$ cat src/rtl/cmd_queue_sched_if.sv
// ----------------------------------------------------------------------------
// cmd_queue_sched_if
// Groups the UART-side intake handshake, the command-processor handshake and
// the queue status lines of cmd_queue_sched.
//   master : the surroundings (UART wrapper, command processor, bump logic)
//            drive uart_cmd, uart_rdy, bmp_flush and clr_cmd_rdy
//   slave  : the scheduler drives uart_clr, cmd, cmd_rdy, q_cnt, full and
//            overflow
// ----------------------------------------------------------------------------
interface cmd_queue_sched_if #(
  parameter int DEPTH = 4
);
  localparam int CW = $clog2(DEPTH + 1);

  logic [15:0]   uart_cmd;
  logic          uart_rdy;
  logic          uart_clr;
  logic          bmp_flush;
  logic [15:0]   cmd;
  logic          cmd_rdy;
  logic          clr_cmd_rdy;
  logic [CW-1:0] q_cnt;
  logic          full;
  logic          overflow;

  modport master (
    output uart_cmd, uart_rdy, bmp_flush, clr_cmd_rdy,
    input  uart_clr, cmd, cmd_rdy, q_cnt, full, overflow
  );

  modport slave (
    input  uart_cmd, uart_rdy, bmp_flush, clr_cmd_rdy,
    output uart_clr, cmd, cmd_rdy, q_cnt, full, overflow
  );
endinterface

$ cat src/rtl/cmd_queue_sched.sv
// ----------------------------------------------------------------------------
// cmd_queue_sched
// Circular command queue between the UART wrapper and the command processor.
// Each UART command is captured once per uart_rdy assertion and acknowledged
// with a one-cycle uart_clr pulse, so the host can stream commands. Commands
// leave one at a time through cmd/cmd_rdy/clr_cmd_rdy. A bump event
// (bmp_flush) or a FLUSH_CMD from the host empties the queue.
//   clk, rst : system clock, synchronous active-high reset
//   bus      : slave side of cmd_queue_sched_if (intake handshake, output
//              handshake, q_cnt/full/overflow status)
// ----------------------------------------------------------------------------
module cmd_queue_sched #(
  parameter int          DEPTH     = 4,
  parameter logic [15:0] FLUSH_CMD = 16'h0000
) (
  input logic              clk,
  input logic              rst,
  cmd_queue_sched_if.slave bus
);
  localparam int            AW      = $clog2(DEPTH);
  localparam int            CW      = $clog2(DEPTH + 1);
  localparam logic [CW-1:0] DEPTH_C = CW'(DEPTH);

  typedef enum logic { TAKE, RELEASE } intake_t;

  intake_t       state, state_nxt;
  logic          capture;

  logic [15:0]   mem [DEPTH];
  logic [AW-1:0] rd_ptr, wr_ptr;
  logic [CW-1:0] q_cnt, cnt_nxt;
  logic          full, overflow, uart_clr;

  logic          is_flush_cmd, flush, pop, push, drop;

  // --------------------------------------------------------------------------
  // Intake FSM: TAKE captures on uart_rdy, RELEASE waits for the wrapper to
  // drop ready so a slow-falling flag is never captured twice.
  // --------------------------------------------------------------------------
  // NOTE: sequential state uses non-blocking (<=) so every register samples
  // the pre-edge values, independent of statement order.
  always_ff @(posedge clk) begin
    if (rst) state <= TAKE;
    else     state <= state_nxt;
  end

  // NOTE: next-state starts from a default so no path leaves it unassigned,
  // which would infer a latch.
  always_comb begin
    state_nxt = state;
    unique case (state)
      TAKE:    if (bus.uart_rdy)  state_nxt = RELEASE;
      RELEASE: if (!bus.uart_rdy) state_nxt = TAKE;
      default: state_nxt = TAKE;
    endcase
  end

  always_comb begin
    capture = (state == TAKE) && bus.uart_rdy;
  end

  // --------------------------------------------------------------------------
  // Capture classification and queue control. Flush outranks push/pop; a
  // pop at full frees the slot the simultaneous push needs.
  // --------------------------------------------------------------------------
  always_comb begin
    is_flush_cmd = capture && (bus.uart_cmd == FLUSH_CMD);
    flush        = bus.bmp_flush || is_flush_cmd;
    pop          = bus.clr_cmd_rdy && (q_cnt != '0) && !flush;
    push         = capture && !is_flush_cmd && (!full || pop) && !flush;
    drop         = capture && !is_flush_cmd && full && !pop && !flush;

    cnt_nxt = q_cnt;
    if (flush)             cnt_nxt = '0;
    else if (push && !pop) cnt_nxt = q_cnt + CW'(1);
    else if (pop && !push) cnt_nxt = q_cnt - CW'(1);
  end

  always_ff @(posedge clk) begin
    if (rst) begin
      rd_ptr   <= '0;
      wr_ptr   <= '0;
      q_cnt    <= '0;
      full     <= 1'b0;
      overflow <= 1'b0;
      uart_clr <= 1'b0;
    end else begin
      uart_clr <= capture;
      q_cnt    <= cnt_nxt;
      full     <= (cnt_nxt == DEPTH_C);
      if (flush) begin
        rd_ptr   <= '0;
        wr_ptr   <= '0;
        overflow <= 1'b0;
      end else begin
        if (pop)  rd_ptr   <= rd_ptr + AW'(1);
        if (push) wr_ptr   <= wr_ptr + AW'(1);
        if (drop) overflow <= 1'b1;
      end
    end
  end

  // NOTE: queue storage has no reset; stale entries are never visible because
  // cmd_rdy is gated by q_cnt, and leaving it unreset lets it map to RAM.
  always_ff @(posedge clk) begin
    if (push) mem[wr_ptr] <= bus.uart_cmd;
  end

  // --------------------------------------------------------------------------
  // Outputs: cmd/cmd_rdy decode registers only; the rest are registers.
  // --------------------------------------------------------------------------
  assign bus.cmd      = mem[rd_ptr];
  assign bus.cmd_rdy  = (q_cnt != '0);
  assign bus.q_cnt    = q_cnt;
  assign bus.full     = full;
  assign bus.overflow = overflow;
  assign bus.uart_clr = uart_clr;

endmodule

$ cat src/flat_wrapper.sv
// flat-port wrapper written by rule: the top's interface ports become plain ports
module cmd_queue_sched_flat 
#(
  parameter int          DEPTH     = 4,
  parameter logic [15:0] FLUSH_CMD = 16'h0000
)
  (clk, rst, bus_uart_cmd, bus_uart_rdy, bus_bmp_flush, bus_clr_cmd_rdy, bus_uart_clr, bus_cmd, bus_cmd_rdy, bus_q_cnt, bus_full, bus_overflow);
  cmd_queue_sched_if #(.DEPTH(DEPTH)) bus_i ();
  input logic clk;
  input logic rst;
  input wire logic [$bits(bus_i.uart_cmd)-1:0] bus_uart_cmd;
  input wire logic [$bits(bus_i.uart_rdy)-1:0] bus_uart_rdy;
  input wire logic [$bits(bus_i.bmp_flush)-1:0] bus_bmp_flush;
  input wire logic [$bits(bus_i.clr_cmd_rdy)-1:0] bus_clr_cmd_rdy;
  output wire logic [$bits(bus_i.uart_clr)-1:0] bus_uart_clr;
  output wire logic [$bits(bus_i.cmd)-1:0] bus_cmd;
  output wire logic [$bits(bus_i.cmd_rdy)-1:0] bus_cmd_rdy;
  output wire logic [$bits(bus_i.q_cnt)-1:0] bus_q_cnt;
  output wire logic [$bits(bus_i.full)-1:0] bus_full;
  output wire logic [$bits(bus_i.overflow)-1:0] bus_overflow;
  assign bus_i.uart_cmd = bus_uart_cmd;
  assign bus_i.uart_rdy = bus_uart_rdy;
  assign bus_i.bmp_flush = bus_bmp_flush;
  assign bus_i.clr_cmd_rdy = bus_clr_cmd_rdy;
  assign bus_uart_clr = bus_i.uart_clr;
  assign bus_cmd = bus_i.cmd;
  assign bus_cmd_rdy = bus_i.cmd_rdy;
  assign bus_q_cnt = bus_i.q_cnt;
  assign bus_full = bus_i.full;
  assign bus_overflow = bus_i.overflow;
  cmd_queue_sched #(.DEPTH(DEPTH), .FLUSH_CMD(FLUSH_CMD)) u_core (.clk(clk), .rst(rst), .bus(bus_i));
endmodule
$ cat config.mk
export PLATFORM = sky130hd
export DESIGN_NAME = cmd_queue_sched_flat
export DESIGN_NICKNAME = d
export VERILOG_FILES = /design/src/rtl/cmd_queue_sched_if.sv /design/src/rtl/cmd_queue_sched.sv /design/src/flat_wrapper.sv
export SDC_FILE = /design/constraint.sdc
export NUM_CORES = 1
export LEC_CHECK = 0
export CAP_MARGIN = 20
export CORE_MARGIN = 2
export CORE_UTILIZATION = 40
export DETAILED_ROUTE_END_ITERATION = 12
export PLACE_DENSITY = 0.72
export SYNTH_ARGS = -nofsm -noshare
export SYNTH_HDL_FRONTEND = slang
export SYNTH_SLANG_ARGS = --single-unit
$ cat constraint.sdc
create_clock -name clk -period 2.1 [get_ports clk]
set_clock_uncertainty 0.1 [all_clocks]
set_input_delay 0.21 -clock clk [delete_from_list [all_inputs] [get_ports clk]]
set_output_delay 0.21 -clock clk [all_outputs]
set_load 0.05 [all_outputs]
=== Word-level counts from Yosys, hierarchy flattened ===
Memory sizes are Yosys's and may differ from the RTL's. A register that Yosys moved wholly into a read port is not among the register bits.
Index checks and enable logic that the tools add are counted.

* Add/sub/neg operators: 4
* Eq/ne operators: 1
* Mux-type cells: 8
* Bitwise gates (word level): 1
* Reductions and logical operators: 22

{| class="wikitable"
|+ Operators by type and width
! cell !! count
|-
| logical NOT 16 bit || 1
|-
| logical AND 1 bit || 12
|-
| two-way mux 3 bit || 3
|-
| logical NOT 1 bit || 5
|-
| adder 2 x 1 -> 2 bit (second input constant) || 2
|-
| two-way mux 2 bit || 2
|-
| adder 3 x 1 -> 3 bit (second input constant) || 1
|-
| == test 3 bit (second input constant) || 1
|-
| two-way mux 1 bit || 3
|-
| nonzero test 3 bit || 1
|-
| subtractor 3 x 1 -> 3 bit (second input constant) || 1
|-
| logical OR 1 bit || 2
|-
| OR reduction 2 bit || 1
|-
| inverter 1 bit || 1
|}

* Register bits after elaboration: 11
* Bits in writable memories: 64
* Input bits: 21
* Output and inout port bits: 23
* Word-level logic and storage cells: 44
* Memories kept: 1

{| class="wikitable"
|+ Memory list
! memory !! words !! width !! read ports !! clocked after Yosys merged registers in !! wr ports !! line !! RTL
|-
| u_core.mem || 4 || 16 || 1 || 1 || 1 || cmd_queue_sched.sv:29 || <nowiki>logic [15:0] mem [DEPTH];</nowiki>
|}

=== Depth between registers and ports, before layout ===
Gate-level depths: netlist of the first run.

* Depth after elaboration: 15
* Mapped depth: 9
* Mapped depth without buffers: 7

=== Worst setup path after synthesis of the first run ===
No wires, ideal clock.

* Path kind: flip-flop to flip-flop
* Start point: register u_core.q_cnt[1], in the netlist u_core.bus.q_cnt[1]
* End point: memory u_core.mem[0][0] (enable)
* Library setup time: 374 ps
* Data arrival time: 2266 ps
* Data required time: 1626 ps
* Slack: -639 ps
* Stages on the path, launching flop included: 9
* Buffers on the path: 2
* Period minus slack after synthesis: 2739 ps
* Cell sequence: dfxtp_1 > inv_1 > ha_1 > nand2b_1 > buf_6 > and2_0 > buf_4 > o211a_1 > and2_1

* Cells in the longest elaborated chain, start to end: 8

{| class="wikitable"
|+ RTL lines
! element !! line !! RTL
|-
| start, declared || cmd_queue_sched.sv:31 || <nowiki>logic [CW-1:0] q_cnt, cnt_nxt;</nowiki>
|-
| start signal, assigned || cmd_queue_sched.sv:89 || <nowiki>q_cnt <= cnt_nxt;</nowiki>
|-
| nonzero test 3 bit || - ||
|-
| net bus_cmd_rdy || flat_wrapper.sv:17 || <nowiki>output wire logic [$bits(bus_i.cmd_rdy)-1:0] bus_cmd_rdy;</nowiki>
|-
| logical AND 1 bit (2 in series) || cmd_queue_sched.sv:69 || <nowiki>pop = bus.clr_cmd_rdy && (q_cnt != '0) && !flush;</nowiki>
|-
| logical OR 1 bit || cmd_queue_sched.sv:70 || <nowiki>push = capture && !is_flush_cmd && (!full || pop) && !flush;</nowiki>
|-
| logical AND 1 bit (2 in series) || cmd_queue_sched.sv:70 ||
|-
| two-way mux 1 bit || cmd_queue_sched.sv:106 || <nowiki>if (push) mem[wr_ptr] <= bus.uart_cmd;</nowiki>
|-
| two-way mux 1 bit (not written as such) || cmd_queue_sched.sv:106 ||
|-
| end, declared || cmd_queue_sched.sv:29 ||
|}

The timed path passes the listed nets, and every way through them passes these cells.

==> results_dict.tcl, run 1 <==
set metrics [dict create \
    cts_made_buffers 9 \
    path_class "reg2out" \
    ys_ff_latch 77 \
    total_power_w 0.00303 \
    vias 1719 \
    antenna_found_initial 0 \
    synthDistinctLibCells 37 \
    maxSlewHeadroom_pct 66.7 \
    synthArstFlopShare_pct 0 \
    io_pins 44 \
    initial_utilization_pct 40.7 \
    die_w_um 92.2 \
    hold_viol_final 0 \
    cp.arrival_ps 1650 \
    yosys.area.top_type_share_pct 61.8 \
    synth_area_per_cell_um2 17.9 \
    die_area_um2 8500 \
    grt.overflow.total 0 \
    vias_per_cell 4.93 \
    synthMuxAreaShare_pct 12.2 \
    worst_pin_slew_ps 497 \
    dr.pass1.iters 5 \
    cp-end-kind "output port" \
    critPathLaunchType "register" \
    synthFlopType "edfxtp_1" \
    cts_buffer_depth 2 \
    period_share_pct 93.3 \
    io_buffers 43 \
    yosysTopAreaCell "edfxtp_1" \
    synth-seq-area-share_pct 70.2 \
    drv_cap 0 \
    multi_input_area_um2 892 \
    syn2layout_area_growth_pct 28.2 \
    ys.warnings.count 0 \
    final.fill_count 608 \
    setup_viol 0 \
    synth.net_count 202 \
    power.density_nw_per_um2 760 \
    coreArea_um2 7650 \
    fin_crit_ps 1960 \
    synth_cells 174 \
    ys_top_cells_by_count "edfxtp_1, mux4_2, dfxtp_1" \
    ant_nets 0 \
    yosys.area_share.simple_pct 7.96 \
    die_h_um 92.2 \
    cts_tree "done" \
    synth-compound-area-share_pct 3.86 \
    synth_fa_ha_area_share_pct 2.82 \
    antenna_cells 0 \
    drc 0 \
    routed_wl_um 5580 \
    fin_tns_setup_ps 0 \
    ff2ff_path_depth 6 \
    crit_required_ps 1790 \
    status "finished, final reports clean" \
    cts_setup_buffers 0 \
    drtIter0Drc 101 \
    maxSlewViolCount 0 \
    synthesis.area_um2 3110 \
    synth.area.top_cells "edfxtp_1, mux4_2, dfxtp_1" \
    cts_sinks 77 \
    grt_max_degree 17 \
    whs_path_depth 2 \
    cts_max_level 3 \
    synth_top_family_by_area "multiplexers" \
    synth-edff-count 64 \
    hold_class "in2reg" \
    ir_drop_mv 0.373 \
    cts-root-buf "clkbuf_8" \
    grtUsageTotal_pct 14.3 \
    post_drt_wl_per_cell_um 16.0 \
    fin_nets 270 \
    grt_pass1_vias 1736 \
    drive_above_1_share_pct 35.2 \
    hpwl_um 3790 \
    clock_latency_ps 340 \
    synthXorXnorAreaFrac_pct 0.845 \
    hold_ws_ps 346 \
    grt_pass1_wl_um 9040 \
    fmax_mhz 510 \
    cp_max_fo 16 \
    regArea_um2 2190 \
    place_congestion 0.837 \
    p_leak_nw 1.36 \
    clk_pin_slew_ps 80 \
    rows 32 \
    yosys.cell_count.top_type "edfxtp_1" \
    rsz0062_at_grt "no" \
]
## layout by cell type (no fill, tap or decap), types with 4 or more instances in the layout
| cell type | netlist | routed |
|---|---|---|
| nor2b_1 | 4 | 4 |
| clkbuf_8 | 0 | 9 |
| clkdlybuf4s50_1 | 0 | 26 |
| nand2_1 | 5 | 5 |
| dfxtp_1 | 13 | 10 |
| ha_1 | 7 | 7 |
| buf_4 | 2 | 37 |
| mux4_2 | 16 | 16 |
| nand4_1 | 4 | 4 |
| edfxtp_1 | 64 | 64 |
| and2_4 | 0 | 4 |
| inv_1 | 6 | 6 |
| nor2_1 | 11 | 11 |
## state kept, by name, indices dropped and copies added (netlist names), named ones only
register and flops:
u_core.bus.uart_clr 1, u_core.bus.full 1, u_core.rd_ptr 2, u_core.wr_ptr 2, u_core.mem 64, u_core.bus.overflow 1
u_core.state 1, u_core.bus.q_cnt 3
## per-stage QoR
step                utilization [%]  std cells  instance area [um^2]  worst slack, ps
finish                         52.2        349                  3990              141
global route                   52.2        349                  3990             30.1
CTS                            52.0        349                  3980             46.3
detailed placement             49.4        333                  3780             -327
global placement               49.4        333                  3780             -275
floorplan                         -        174                  3140             10.9
## worst max-delay path, cell delays in order, from the launching register on
cell and delay, ps:
dfxtp_1 360, buf_12 190, mux4_2 540, buf_4 210
## logic make-up after synthesis
group	Yosys count
flip-flops	77
AND/OR/NAND/NOR	43
multiplexers	18
AO/OA/AOI/OAI	13
buffers and inverters	13
adder cells (fa/ha/maj)	7
XOR/XNOR	3
## where the power goes
| part | leakage [nW] | switching [W] | internal (W) |
|---|---|---|---|
| combinational | 0.568 | 0.000142 | 0.000111 |
| sequential | 0.687 | 0.00000761 | 0.00167 |
| clock | 0.102 | 0.000547 | 0.000555 |
## metal layers
metal | wire, um | vias up | track usage (%)
met2 | 2620 | 41 | 20.8
met1 | 2620 | 845 | 20.4
met3 | 246 | 10 | 3.78
li1 | - | 823 | -
met5 | 0 | - | 0
met4 | 99 | 0 | 6.09
## worst paths after layout
kind | from | endpoint | slack (ps)
worst min-delay path | rst | u_core.bus.uart_clr | 350
worst max-delay path | register | bus_cmd[14] | 140
worst max register to register | u_core.bus.q_cnt[1] | u_core.mem[0][2] | 230
worst min register to register | u_core.bus.overflow | u_core.bus.overflow | 400
## cell type report
cell class,count,share of cell area (%)
flip-flops and latches,77,54.9
repair buffers,64,14.0
inverters,6,0.565
clock buffers,9,3.11
clock inverters,7,1.85
well taps,102,3.20
multi-input cells,84,22.4
## timing repair
| action | in CTS | in global routing |
|---|---|---|
| setup endpoints to repair | 0 | 1 |
| hold buffers | 0 | 0 |
| resized for setup | 0 | 2 |
| hold endpoints to repair | 0 | 0 |
Power figures use the tool's default switching activity.
==> run 2: changes to the inputs <==
--- a/config.mk
+++ b/config.mk
@@ -6,10 +6,13 @@
 export NUM_CORES = 1
 export LEC_CHECK = 0
 export CAP_MARGIN = 20
+export CELL_PAD_IN_SITES_DETAIL_PLACEMENT = 1
+export CELL_PAD_IN_SITES_GLOBAL_PLACEMENT = 1
 export CORE_MARGIN = 2
 export CORE_UTILIZATION = 40
 export DETAILED_ROUTE_END_ITERATION = 12
-export PLACE_DENSITY = 0.72
+export PLACE_DENSITY = 0.81
+export SLEW_MARGIN = 20
 export SYNTH_ARGS = -nofsm -noshare
 export SYNTH_HDL_FRONTEND = slang
 export SYNTH_SLANG_ARGS = --single-unit
==> run 2 against run 1 <==
Wire length is 15% higher. Fmax is 1.4% lower. Register-to-register slack worse by 40 ps. Final area is 0.35% lower. Critical path type unchanged.
==> results_dict.tcl, run 2 (synthesis results as in run 1) <==
set metrics [dict create \
    status "finished, final reports clean" \
    cts_setup_buffers 0 \
    die_h_um 92.2 \
    cts_made_buffers 9 \
    reg2reg_from "u_core.bus.q_cnt[1]" \
    cp-end-kind "output port" \
    cpLargestDelayFamily "multiplexers" \
    maxSlewHeadroom_pct 66.4 \
    pwr-share-clk_pct 34.3 \
    post_drt_wl_per_cell_um 18.4 \
    die_w_um 92.2 \
    total_power_w 0.00295 \
    io_pins 44 \
    dpl_worst_slack_ps -286 \
    whs_path_depth 2 \
    cts_tree "done" \
    hold_viol_final 0 \
    fin_crit_ps 1990 \
    final.fill_count 734 \
    fin_nets 270 \
    die_area_um2 8500 \
    vias 1815 \
    power.density_nw_per_um2 742 \
    coreArea_um2 7650 \
    initial_utilization_pct 40.7 \
    p_leak_nw 1.35 \
    place_congestion 0.785 \
    maxSlewViolCount 0 \
    clock_latency_ps 340 \
    cp.arrival_ps 1680 \
    slowest_stage "mux4_2" \
    rsz0062_at_grt "no" \
    grt_pass1_vias 1993 \
    grt_max_degree 17 \
    cp_max_fo 16 \
    mostFrequentLayoutCells "edfxtp_1, buf_4, clkdlybuf4s50_1" \
    crit_chain "buf_12 > mux4_2 > buf_4" \
    hold_start "rst" \
    setup_viol 0 \
    critical-path-max-stage-delay_ps 550 \
    grtUsageTotal_pct 16.6 \
    routed_wl_um 6440 \
    cts_sinks 77 \
    largest_reg_flops 64 \
    grt.overflow.total 0 \
    reg.largest.list "u_core.mem x64, u_core.bus.q_cnt x3" \
    cts_max_level 3 \
    drv_cap 0 \
    intPower_w 0.00223 \
    rows 32 \
    cts-root-buf "clkbuf_8" \
    comb_power_share_pct 8.8 \
    crit_required_ps 1790 \
    path_depth 3 \
    ctsHoldBuffers 0 \
    cts_buffer_depth 2 \
    drtIter0Drc 60 \
    dr.pass1.iters 4 \
    drc 0 \
    hold_class "in2reg" \
    drive_above_1_share_pct 35.2 \
    period_share_pct 94.7 \
    antenna_found_initial 0 \
    power_switching_w 0.000723 \
    final.setup.worst_slack_ps 112 \
    switching_share_pct 24.5 \
    path_buf_inv 2 \
    path_class "reg2out" \
    ant_nets 0 \
    fmax_mhz 503 \
    worst_pin_slew_ps 503 \
    hpwl_um 4480 \
    largest_register "u_core.mem" \
    p_seq_share_pct 56.9 \
    clk_pin_slew_ps 80 \
    critPathLaunchType "register" \
    ir_drop_mv 0.369 \
    io_buffers 43 \
    vias_per_cell 5.20 \
    syn2layout_area_growth_pct 27.8 \
    final_common_cell "edfxtp_1" \
    antenna_cells 0 \
    ff2ff_path_depth 6 \
    grt_pass1_wl_um 10500 \
]
-- run 2: cell count changes in the layout (fill, tap and decap cells not counted), sizes merged --
cell	before	now
clkinvlp	0	1
bufinv	1	0
-- run 2: what timing repair did --
| item | CTS | global route |
|---|---|---|
| hold endpoints to repair | 0 | 0 |
| resized for setup | 0 | 2 |
| setup endpoints to repair | 0 | 60 |
-- run 2: stage by stage --
stage	hold WS [ps]	std cells	area [um^2]	util [%]	TNS (ps)
floorplan	182	174	3140	-	0
global placement	395	333	3780	49.4	-14660
detailed placement	378	333	3780	49.4	-20140
CTS	354	349	3960	51.8	0
global route	371	349	3980	52.0	0
finish	359	349	3980	52.0	0
-- run 2: final timing paths --
check	to	slack, ps
worst max register to register	u_core.mem[2][2]	190
worst min-delay path	u_core.bus.uart_clr	360
worst min register to register	u_core.bus.overflow	400
worst max-delay path	bus_cmd[14]	110
-- run 2: metal layers --
layer  track usage (%)  share of wire (%)
met5                 0                  0
met3              5.42                4.2
met4              3.73               0.59
met2              27.8                 52
met1              21.3                 43
-- run 2: layout make-up --
cell class                 count  area (um^2)  area share (%)
timing repair buffer          64          558            14.0
tap                          102          128            3.21
clock buffer                   9          124            3.12
sequential                    77         2190            55.1
clock inverter                 7         58.8            1.48
multi-input combinational     84          893            22.5
inverter                       6         22.5           0.567
-- run 2: power groups by stage --
| stage | Combinational, W | Clock (W) | Sequential (W) |
|---|---|---|---|
| global placement | 0.000249 | 0 | 0.00171 |
| CTS | 0.000259 | 0.00104 | 0.00168 |
| global route | 0.000276 | 0.00110 | 0.00168 |
| floorplan | 0.000125 | 0 | 0.00172 |
| detailed placement | 0.000257 | 0 | 0.00171 |
| finish | 0.000259 | 0.00101 | 0.00168 |
